===== src/rtl/mini_src_control_unit.sv =====
// ---------------------------------------------------------------------------
// mini_src_control_unit
//
// Hardwired control sequencer for the Mini-SRC datapath. A single registered
// state walks fetch (T0, T1, optional T1W memory wait, T2) and then the
// execute steps T3..T6 selected by the instruction class decoded from the IR.
// Every datapath strobe is a combinational decode of the current state and
// the IR. The strobes are held for the whole state cycle, so the datapath
// captures them on the rising edge that ends the state.
//
// IR field layout: [31:27] opcode, [26:23] Ra, [22:19] Rb, [18:15] Rc.
// The IR contents are only meaningful from T3 onward. Fetch-step decode
// never looks at ir.
// ---------------------------------------------------------------------------
module mini_src_control_unit #(
  parameter int NREGS       = 16,
  parameter bit MEM_WAIT_EN = 1'b1
) (
  input  logic             clock,
  input  logic             clear,
  input  logic [31:0]      ir,
  input  logic             mem_ready,
  output logic             PCout,
  output logic             MARin,
  output logic             IncPC,
  output logic             PCin,
  output logic             Read,
  output logic             MDRin,
  output logic             MDRout,
  output logic             IRin,
  output logic             Yin,
  output logic             Zlowin,
  output logic             Zhighin,
  output logic             Zlowout,
  output logic             Zhighout,
  output logic             HIin,
  output logic             LOin,
  output logic [NREGS-1:0] R_in,
  output logic [NREGS-1:0] R_out,
  output logic [4:0]       alu_op,
  output logic             run,
  output logic             illegal,
  output logic [3:0]       state
);

  typedef enum logic [3:0] {
    S_IDLE = 4'd0,
    S_T0   = 4'd1,
    S_T1   = 4'd2,
    S_T1W  = 4'd3,
    S_T2   = 4'd4,
    S_T3   = 4'd5,
    S_T4   = 4'd6,
    S_T5   = 4'd7,
    S_T6   = 4'd8,
    S_HALT = 4'd9
  } state_t;

  // Execute-sequence families. Each family shares one T3..T6 recipe.
  typedef enum logic [2:0] {
    C_ALU3,     // Ra <= Rb op Rc
    C_MULDIV,   // HI:LO <= Ra op Rb
    C_UNARY,    // Ra <= op Rb
    C_HALT,
    C_ILLEGAL
  } iclass_t;

  localparam logic [4:0] OP_ADD  = 5'b00011;
  localparam logic [4:0] OP_SUB  = 5'b00100;
  localparam logic [4:0] OP_SHR  = 5'b00101;
  localparam logic [4:0] OP_SHL  = 5'b00110;
  localparam logic [4:0] OP_ROR  = 5'b00111;
  localparam logic [4:0] OP_ROL  = 5'b01000;
  localparam logic [4:0] OP_AND  = 5'b01001;
  localparam logic [4:0] OP_OR   = 5'b01010;
  localparam logic [4:0] OP_MUL  = 5'b01110;
  localparam logic [4:0] OP_DIV  = 5'b01111;
  localparam logic [4:0] OP_NEG  = 5'b10000;
  localparam logic [4:0] OP_NOT  = 5'b10001;
  localparam logic [4:0] OP_HALT = 5'b11011;

  state_t     cur;
  iclass_t    icls;
  logic [4:0] opcode;
  logic [3:0] ra;
  logic [3:0] rb;
  logic [3:0] rc;
  logic       fetch_done;
  logic       unused_ir;

  assign opcode    = ir[31:27];
  assign ra        = ir[26:23];
  assign rb        = ir[22:19];
  assign rc        = ir[18:15];
  // The immediate and constant field is not used by any supported instruction.
  assign unused_ir = ^ir[14:0];

  // Memory read completes this cycle. With the wait option off, a read always takes one cycle.
  assign fetch_done = mem_ready | ~MEM_WAIT_EN;

  // One-hot register select. An index outside NREGS selects nothing, so the bus is never double-driven.
  function automatic logic [NREGS-1:0] reg_sel(input logic [3:0] idx);
    logic [NREGS-1:0] sel;
    for (int i = 0; i < NREGS; i++) begin
      sel[i] = (int'(idx) == i);
    end
    return sel;
  endfunction

  // Classify the opcode into its execute-sequence family.
  always_comb begin
    // NOTE: every signal written in always_comb gets a default first, so no path can infer a latch.
    icls = C_ILLEGAL;
    case (opcode)
      OP_ADD, OP_SUB, OP_SHR, OP_SHL,
      OP_ROR, OP_ROL, OP_AND, OP_OR:  icls = C_ALU3;
      OP_MUL, OP_DIV:                 icls = C_MULDIV;
      OP_NEG, OP_NOT:                 icls = C_UNARY;
      OP_HALT:                        icls = C_HALT;
      default:                        icls = C_ILLEGAL;
    endcase
  end

  // Sequencer state register. Clear forces IDLE immediately and drops any instruction in flight.
  always_ff @(posedge clock or negedge clear) begin
    if (!clear) begin
      // NOTE: sequential state uses non-blocking assignments, so every flop samples pre-edge values.
      cur <= S_IDLE;
    end else begin
      case (cur)
        S_IDLE: cur <= S_T0;
        S_T0:   cur <= S_T1;
        S_T1:   cur <= fetch_done ? S_T2 : S_T1W;
        S_T1W:  cur <= fetch_done ? S_T2 : S_T1W;
        S_T2:   cur <= S_T3;
        S_T3: begin
          case (icls)
            C_ALU3, C_MULDIV, C_UNARY: cur <= S_T4;
            C_HALT:                    cur <= S_HALT;
            default:                   cur <= S_T0;
          endcase
        end
        S_T4: begin
          case (icls)
            C_ALU3, C_MULDIV: cur <= S_T5;
            default:          cur <= S_T0;
          endcase
        end
        S_T5: begin
          case (icls)
            C_MULDIV: cur <= S_T6;
            default:  cur <= S_T0;
          endcase
        end
        S_T6:   cur <= S_T0;
        S_HALT: cur <= S_HALT;
        default: cur <= S_IDLE;
      endcase
    end
  end

  // Strobe decode for the current step. The defaults keep IDLE and HALT completely quiet.
  always_comb begin
    PCout    = 1'b0;
    MARin    = 1'b0;
    IncPC    = 1'b0;
    PCin     = 1'b0;
    Read     = 1'b0;
    MDRin    = 1'b0;
    MDRout   = 1'b0;
    IRin     = 1'b0;
    Yin      = 1'b0;
    Zlowin   = 1'b0;
    Zhighin  = 1'b0;
    Zlowout  = 1'b0;
    Zhighout = 1'b0;
    HIin     = 1'b0;
    LOin     = 1'b0;
    R_in     = '0;
    R_out    = '0;
    alu_op   = 5'b00000;
    illegal  = 1'b0;

    case (cur)
      // MAR <= PC, Z <= PC + 1
      S_T0: begin
        PCout  = 1'b1;
        MARin  = 1'b1;
        IncPC  = 1'b1;
        Zlowin = 1'b1;
      end
      // PC <= Z, start the memory read into MDR
      S_T1: begin
        Zlowout = 1'b1;
        PCin    = 1'b1;
        Read    = 1'b1;
        MDRin   = 1'b1;
      end
      // Keep the read open. PC was already updated in T1.
      S_T1W: begin
        Read  = 1'b1;
        MDRin = 1'b1;
      end
      // IR <= MDR
      S_T2: begin
        MDRout = 1'b1;
        IRin   = 1'b1;
      end
      S_T3: begin
        case (icls)
          C_ALU3: begin
            R_out = reg_sel(rb);
            Yin   = 1'b1;
          end
          C_MULDIV: begin
            R_out = reg_sel(ra);
            Yin   = 1'b1;
          end
          C_UNARY: begin
            R_out   = reg_sel(rb);
            alu_op  = opcode;
            Zlowin  = 1'b1;
            Zhighin = 1'b1;
          end
          C_ILLEGAL: illegal = 1'b1;
          default: ;
        endcase
      end
      S_T4: begin
        case (icls)
          C_ALU3: begin
            R_out   = reg_sel(rc);
            alu_op  = opcode;
            Zlowin  = 1'b1;
            Zhighin = 1'b1;
          end
          C_MULDIV: begin
            R_out   = reg_sel(rb);
            alu_op  = opcode;
            Zlowin  = 1'b1;
            Zhighin = 1'b1;
          end
          C_UNARY: begin
            Zlowout = 1'b1;
            R_in    = reg_sel(ra);
          end
          default: ;
        endcase
      end
      S_T5: begin
        case (icls)
          C_ALU3: begin
            Zlowout = 1'b1;
            R_in    = reg_sel(ra);
          end
          C_MULDIV: begin
            Zlowout = 1'b1;
            LOin    = 1'b1;
          end
          default: ;
        endcase
      end
      S_T6: begin
        if (icls == C_MULDIV) begin
          Zhighout = 1'b1;
          HIin     = 1'b1;
        end
      end
      default: ;
    endcase
  end

  assign run   = (cur != S_IDLE) && (cur != S_HALT);
  assign state = cur;

endmodule

===== config.mk =====
export PLATFORM = sky130hd
export DESIGN_NAME = mini_src_control_unit
export DESIGN_NICKNAME = d
export VERILOG_FILES = /design/src/rtl/mini_src_control_unit.sv
export SDC_FILE = /design/constraint.sdc
export NUM_CORES = 1
export LEC_CHECK = 0
export ABC_CLOCK_PERIOD_IN_PS = 3200
export CAP_MARGIN = 20
export CORE_ASPECT_RATIO = 0.6
export CORE_MARGIN = 5
export CORE_UTILIZATION = 40
export CTS_CLUSTER_SIZE = 28
export DETAILED_ROUTE_END_ITERATION = 6
export PLACE_DENSITY = 0.95
export SLEW_MARGIN = 25
export SYNTH_ARGS = -nofsm -noshare
export SYNTH_HDL_FRONTEND = slang
export SYNTH_SLANG_ARGS = --single-unit

===== constraint.sdc =====
create_clock -name clock -period 3.2 [get_ports clock]
set_input_delay 0.64 -clock clock [delete_from_list [all_inputs] [get_ports clock]]
set_output_delay 0.64 -clock clock [all_outputs]
set_load 0.01 [all_outputs]

# Word-level counts from Yosys, hierarchy flattened
# Memory sizes are Yosys's and may differ from the RTL's.
# Cells that the tools add are included.
dict set report totals {
  rom_bits 96
  ff_bits 4
  latch_bits 0
  memories 1
  ramBits 0
}
# memory depth word_bits read_ports rd_ports_with_merged_regs wr line
set memory_table {}
lappend memory_table {{(no name shown)} 32 3 1 0 0 114} ;# case (opcode)
dict set report op_classes {
  muxes 29
  div 0
  n_lt_le_gt_ge 0
  mul 0
  bitwise 0
  addsub 0
  n_reduce_logical 12
  eq_ne 59
  shift 0
}
# operator n
set ops {}
lappend ops {{$pmux W16 S2} 4}
lappend ops {{$eq A4 B4 Y1 const B} 26}
lappend ops {{$eq A4 B3 Y1 const B} 16}
lappend ops {{$eq A4 B2 Y1 const B} 8}
lappend ops {{$mux W16} 2}
lappend ops {{$pmux W4 S8} 1}
lappend ops {{$eq A4 B1 Y1 const B} 4}
lappend ops {{$logic_not A4 Y1} 4}
lappend ops {{$mux W1} 12}
lappend ops {{$mux W5} 2}
lappend ops {{$pmux W5 S2} 1}
lappend ops {{$pmux W4 S2} 1}
lappend ops {{$reduce_or A2 Y1} 4}
lappend ops {{$eq A3 B2 Y1 const B} 2}
lappend ops {{$mux W3} 2}
lappend ops {{$pmux W1 S3} 2}
lappend ops {{$mux W4} 1}
lappend ops {{$ne A4 B4 Y1 const B} 1}
lappend ops {{$reduce_bool A4 Y1} 1}
lappend ops {{$eq A3 B1 Y1 const B} 1}
lappend ops {{$eq A3 B3 Y1 const B} 1}
lappend ops {{$logic_not A3 Y1} 1}
lappend ops {{$reduce_or A3 Y1} 1}
lappend ops {{$pmux W1 S2} 1}
lappend ops {{$logic_and A1 B1 Y1} 1}

# Depth between registers and ports, before layout
# An unclocked memory read counts as a cell.
dict set report depth {
  depth_word 5
  mapped_depth 8
}

# Worst setup path after synthesis
# OpenSTA, ideal clock, no wires.
dict set report synth_path {
  path_kind {input to output}
  from {input port ir[31]}
  to {output port alu_op[0]}
  arrival_ns 1.894
  setup_slack_ns 0.666
  n_path_buf 1
  path_stages 6
  required_ns 2.560
  path_cell_list {buf_2 inv_1 nor4_4 and2_1 a21o_1 and2_1}
}
dict set report synth_via {
  elab_chain_cells 5
  elab_cells_between_ends 8
  classes_between {eq/ne (2); mux (3); reduce/logical (2); memory (1)}
}
# element line
set synth_rtl {}
lappend synth_rtl {{start: declaration} 21} ;# input logic [31:0] ir,
lappend synth_rtl {{$mem_v2 Z32 W3 (*)} --}
lappend synth_rtl {{$eq A3 B1 Y1 or $logic_not A3 Y1 (tied branches)} 230} ;# case (icls)
lappend synth_rtl {{$reduce_or A2 Y1 (no line)} --}
lappend synth_rtl {{$mux W5} 230}
lappend synth_rtl {{$pmux W5 S2 (*)} 184} ;# case (cur)
lappend synth_rtl {{end: declaration} 40} ;# output logic [4:0] alu_op,
# Every way passes the cells marked *; elsewhere a longest branch is shown, timed or not.

# Final worst setup path
dict set report layout_path {
  from {input port ir[31]}
  to {output port R_out[0]}
}
dict set report layout_via {
  elab_chain_cells 5
  elab_cells_between_ends 8
  classes_between {eq/ne (2); mux (3); reduce/logical (2); memory (1)}
}
# element line
set layout_rtl {}
lappend layout_rtl {{$mem_v2 Z32 W3 (*)} --}
lappend layout_rtl {{$eq A3 B2 Y1 or $logic_not A3 Y1 (tied branches)} {210, 230}}
lappend layout_rtl {{$reduce_or A2 Y1 (no line)} --}
lappend layout_rtl {{$pmux W16 S2} 210} ;# case (icls)
lappend layout_rtl {{$pmux W16 S2 (*)} 184}
lappend layout_rtl {{end: declaration} 39} ;# output logic [NREGS-1:0] R_out,
# Marked as above.

==> results.cfg <==
[sta]
max-slew-margin-rel_pct = 69.6
skew_ps = 2.48
clock.fmax_ghz = 0.318
post-route-period-util_pct = 98.3
setup_violations = 0
worst_pin_slew_ps = 455
fin_hold_ws_ps = 625
fin_setup_tns_ps = 0
period_needed_ps = 3140
hold_violations = 0
slew_viol_final = 0
rsz0062_at_grt = no

[placement]
gp_congestion = 1.05
port_buffers = 77
postPlaceCellArea_um2 = 2460
hpwl_um = 4900

[die]
rows = 16
die_area_um2 = 4970
fp.dieW_um = 87.7
start_util_pct = 43.1
num_io_pins = 93
core_um2 = 3360
dieHeight_um = 56.6

[detailed_routing]
drt_wl_total_um = 6300
num_vias = 2174
dr.pass1.iters = 6
wire_per_inst_um = 17.3
via_per_inst = 5.96
ant_nets = 0
drc = 0
first_iter_violations = 263

[worst_setup_path]
critical_path_arrival_ps = 2500
r2r-start = state[0]
startpoint = ir[31]
cp_data_required_time_ps = 2560
critPathMaxFanout = 6
rr_worst_depth = 6
cp-end-kind = primary output
path_class = input pin to primary output
cp-start-kind = input pin

[clocking]
cts_root_buf = clkbuf_8
cts_sinks = 4
cts_max_level = 1
cts_inserted_buffers = 3
cts_tree = yes
cts_buffer_depth = 2
hold_buffers = 0
clk_latency_ps = 220
clk_pin_slew_ps = 30

[logic_synthesis]
ys.flop_type = dfrtp_1
async_flop_share_pct = 100
netlist_area_um2 = 1450
synth_top_area_share_pct = 7.51
yosys_warnings = 0
synth_fp_nets = 253
syn_area_per_cell_um2 = 6.65
synth_seq_cells = 4
synth_edf_count = 0
yosysSeqAreaShare_pct = 6.91
yosys.area.top_type = nor2_1
synthTopCellsByArea = nor2_1, dfrtp_1, nor3_2
synth.distinct_cells = 48
synthCells = 218

[power_and_ir_drop]
power.switching_w = 0.000376
switching_share_pct = 46.0
p_seq_share_pct = 12.1
p_comb_share_pct = 74.4
clock_power_share_pct = 13.5
powerDensity_nw_per_um2 = 323
p_leak_nw = 1.12
ir_drop_uv = 344
intPower_w = 0.000442

[layout]
stdcell_area_um2 = 2530
diodes = 0
drive_gt1_share_pct = 29.4
final_util_pct = 75.3
ff_latch_area_um2 = 100
fill_cells = 267
largest_reg_flops = 4
syn2layout_area_growth_pct = 74.7
mostFrequentLayoutCells = buf_4, clkdlybuf4s50_1, nor2_1, dlygate4sd2_1, nand2_1
multi_input_area_um2 = 1250
layout_commonest_cell = buf_4
nets = 357

[run]
cap_violations = 0

[hold_path]
hold_class = input pin to async pin

[outcome]
status = completed

[global_route]
grt_pass1_vias = 1981
grt_overflow = 0
grt_max_degree = 14
antenna_found_initial = 0
grt_util_all_layers_pct = 24.3
grt_pass1_wl_um = 9720
## layout make-up
| class | count | share of cell area, % |
|---|---|---|
| Multi-Input combinational cell | 182 | 49.3 |
| Sequential cell | 4 | 3.95 |
| Tap cell | 45 | 2.22 |
| Clock buffer | 3 | 1.63 |
| Inverter | 6 | 0.890 |
| Timing Repair Buffer | 125 | 42.0 |
## final timing paths
kind,to,slack (ps)
max in group asynchronous,state[1],2400
worst min register to register,state[3],660
worst max register to register,state[1],1490
min in group clock,state[3],660
worst min-delay path,state[0],630
worst max-delay path,R_out[0],60
## critical path, stage by stage
cell	delay, ps
clkdlybuf4s50_1	450
buf_4	180
nand4b_4	230
or3_4	390
nor3_1	190
a31oi_1	70
o21ai_1	80
clkdlybuf4s15_1	270
## power groups by stage
stage	logic [W]	clock network, W	registers (W)
6_report	0.000609	0.000110	0.0000993
3_5_place_dp	0.000597	0	0.0000991
2_1_floorplan	0.000332	0	0.0000924
3_3_place_gp	0.000578	0	0.0000984
4_1_cts	0.000586	0.000112	0.0000985
5_1_grt	0.000649	0.000115	0.000104
## cells by family (layout without fill, tap and decap cells)
family	count (synthesis)	in the layout	synth area share, %
XOR/XNOR	3	3	1.81
AND/OR/NAND/NOR	113	113	47.0
AO/OA/AOI/OAI	66	66	32.7
buffers and inverters	32	134	11.6
flip-flops	4	4	6.91
## Yosys cell counts (all sizes together), types with 4 or more instances
| cell | n |
|---|---|
| a22oi | 4 |
| o22ai | 12 |
| nand2 | 13 |
| dfrtp | 4 |
| nand3 | 7 |
| buf | 22 |
| a32oi | 9 |
| nor3 | 18 |
| o21ai | 10 |
| nor4 | 6 |
| or3 | 6 |
| a21oi | 13 |
| and2 | 9 |
| clkbuf | 4 |
| a31oi | 7 |
| nor2 | 29 |
| inv | 6 |
| nand2b | 8 |
| nor2b | 6 |
## through the flow
| stage | std cells | worst slack, ps | total power (W) |
|---|---|---|---|
| final | 365 | 55.5 | 0.000818 |
| after floorplan | 218 | 666 | 0.000425 |
| after global placement | 358 | -369 | 0.000676 |
| after CTS | 362 | 4.02 | 0.000797 |
| after global routing | 365 | 7.63 | 0.000869 |
| after detailed placement | 358 | -398 | 0.000696 |
## layer usage
layer / wire length (um) / track usage [%]
met1: 2640 / 32.4
met2: 2780 / 37.6
met3: 725 / 5.70
met4: 150 / 9.19
met5: 0 / 0
## repair_timing
item,CTS,global route
setup endpoints to repair,43,23
pin swaps,2,4
setup buffers,1,3
resized for setup,49,36
Note: power is estimated with default switching activity, not from simulation.
==> RTL change 1 (same settings) <==
`NREGS`: 16 -> 24.
--- a/src/rtl/mini_src_control_unit.sv
+++ b/src/rtl/mini_src_control_unit.sv
@@ -14,5 +14,5 @@
 // ---------------------------------------------------------------------------
 module mini_src_control_unit #(
-  parameter int NREGS       = 16,
+  parameter int NREGS       = 24,
   parameter bit MEM_WAIT_EN = 1'b1
 ) (
Interface: changed (resized R_in and R_out); port bits go from 93 to 109. No check against the original RTL was run, so the function may have changed too.
==> RTL change 1 against the unedited design <==
Sequential cell count unchanged. Wire length fell by 3.3%. Power grew 2.7%. Sequential power is 13% lower. Worst setup slack worse by 15 ps. First-iteration DRC count fell by 10%. Synthesized area rose by 7.1%. Combinational power increased by 6.2%. Critical path depth increased by 1. Final area is 2.4% higher. Synthesized cell count increased by 8.3%.
==> RTL change 1: results <==
group,metric,value,unit
grt,grt_pass1_wl,9560,um
placed_design,gp_congestion,1.02,
route,detail_route.wl_per_cell,15.8,um
cts,post_cts_buffers,3,
placed_design,port_buffers,77,
synth,synth_area_leaders,"buf_4, nor2_1, dfrtp_1",
placed_design,dpl.hpwl,4760,um
layout,instances_no_fill,386,
synth,syn_avg_cell_area,6.57,um^2
pwr,ir_drop,0.488,mV
pwr,p_int,470,uW
synth,synth-compound-area-share,30.9,%
route,vias,2225,
synth,async_flop_share,100,%
grt,grt_max_degree,16,
worst_setup_path,r2r_slack,1600,ps
grt,first_global_vias,2053,
layout,final_nets,376,
route,firstDrtPassIters,5,
worst_setup_path,startpoint,"ir[28]",
timing,skew,0.574,ps
timing,slew_viol_final,0,
outcome,status,"complete, no violations",
worst_setup_path,reg2reg_to,"state[2]$_DFF_PN0_",
synth,seq_area_frac_synth,6.45,%
worst_setup_path,reg2reg_from,"state[3]$_DFF_PN0_",
worst_setup_path,max_stage_delay,610,ps
worst_setup_path,critical_path_peak_fanout,5,
cts,postCtsResizedCells,58,
placed_design,dp_slack,-511,ps
synth,synthXorXnorAreaFrac,0.565,%
layout,drive_gt1_share,24.8,%
route,dr.first_iter.drc_count,236,
synth,synth_commonest_cells,"nor2_1, buf_4, o21ai_0, nand2_1, nor3_1",
worst_setup_path,worst_path_dominant_cell_family,"simple AND/OR/NAND/NOR gates",
layout,n_antenna_cell,0,
synth,synth_mux_area_share,0.645,%
pwr,p_leak,1.17,nW
synth,yosysWarnings,0,
grt,grtUsageTotal,21.7,%
synth,ys_types,54,
placed_design,placed_area,2490,um^2
worst_setup_path,endpoint,"R_in[14]",
timing,layout_min_cycle_time,3160,ps
cts,numCtsBuffers,3,
worst_setup_path,cp_data_arrival_time,2520,ps
worst_setup_path,cpMaxStageDelayCell,"or4b_4",
[RTL change 1: cell count changes in the layout (fill, tap and decap cells not counted), sizes merged, moves of 5 or more]
cell    change
o21ai       +8
a32oi       -9
nor2b       +6
conb       +16
nor2       +13
a21oi       -6
clkbuf      -5
o22ai       -8
a31oi       -5
and2        -9
nand2       +6
o221ai      +8
[RTL change 1: cell type report]
type	instances	area, um^2
Clock buffer	3	41.3
Fill cell	292	1110
Inverter	3	11.3
Multi-Input combinational cell	208	1320
Sequential cell	4	100
Tap cell	47	58.8
Timing Repair Buffer	121	1060
[RTL change 1: power by group through the flow]
stage	clock (mW)	sequential, mW	combinational (mW)
5_1_grt	0.114	0.0881	0.701
6_report	0.107	0.0867	0.647
2_1_floorplan	0	0.0988	0.333
3_3_place_gp	0	0.0848	0.615
3_5_place_dp	0	0.0864	0.631
4_1_cts	0.110	0.0866	0.640
[RTL change 1: how the worst min path moves through the flow]
stage,to,slack (ps),depth (start not counted)
detailed placement,state[3]$_DFF_PN0_,680,2
CTS,state[0]$_DFF_PN0_,620,1
finish,state[1]$_DFF_PN0_,620,1
global route,state[3]$_DFF_PN0_,640,1
floorplan,state[0]$_DFF_PN0_,340,0
global placement,state[3]$_DFF_PN0_,660,2
[RTL change 1: cells by family (layout without fill, tap and decap cells)]
| kind of cell | Yosys count | count (layout) |
|---|---|---|
| simple gates | 129 | 129 |
| compound gates | 61 | 61 |
| buf+inv | 39 | 127 |
| flops | 4 | 4 |
| other cells | 1 | 16 |
| xor+xnor | 1 | 1 |
| mux | 1 | 1 |
[RTL change 1: metal layers]
layer,up-vias,track usage (%),part of all wire (%)
li1,1039,-,-
met1,1005,29.1,42
met2,162,34.4,45
met3,19,4.28,11
met4,0,8.70,2.2
met5,-,0,0
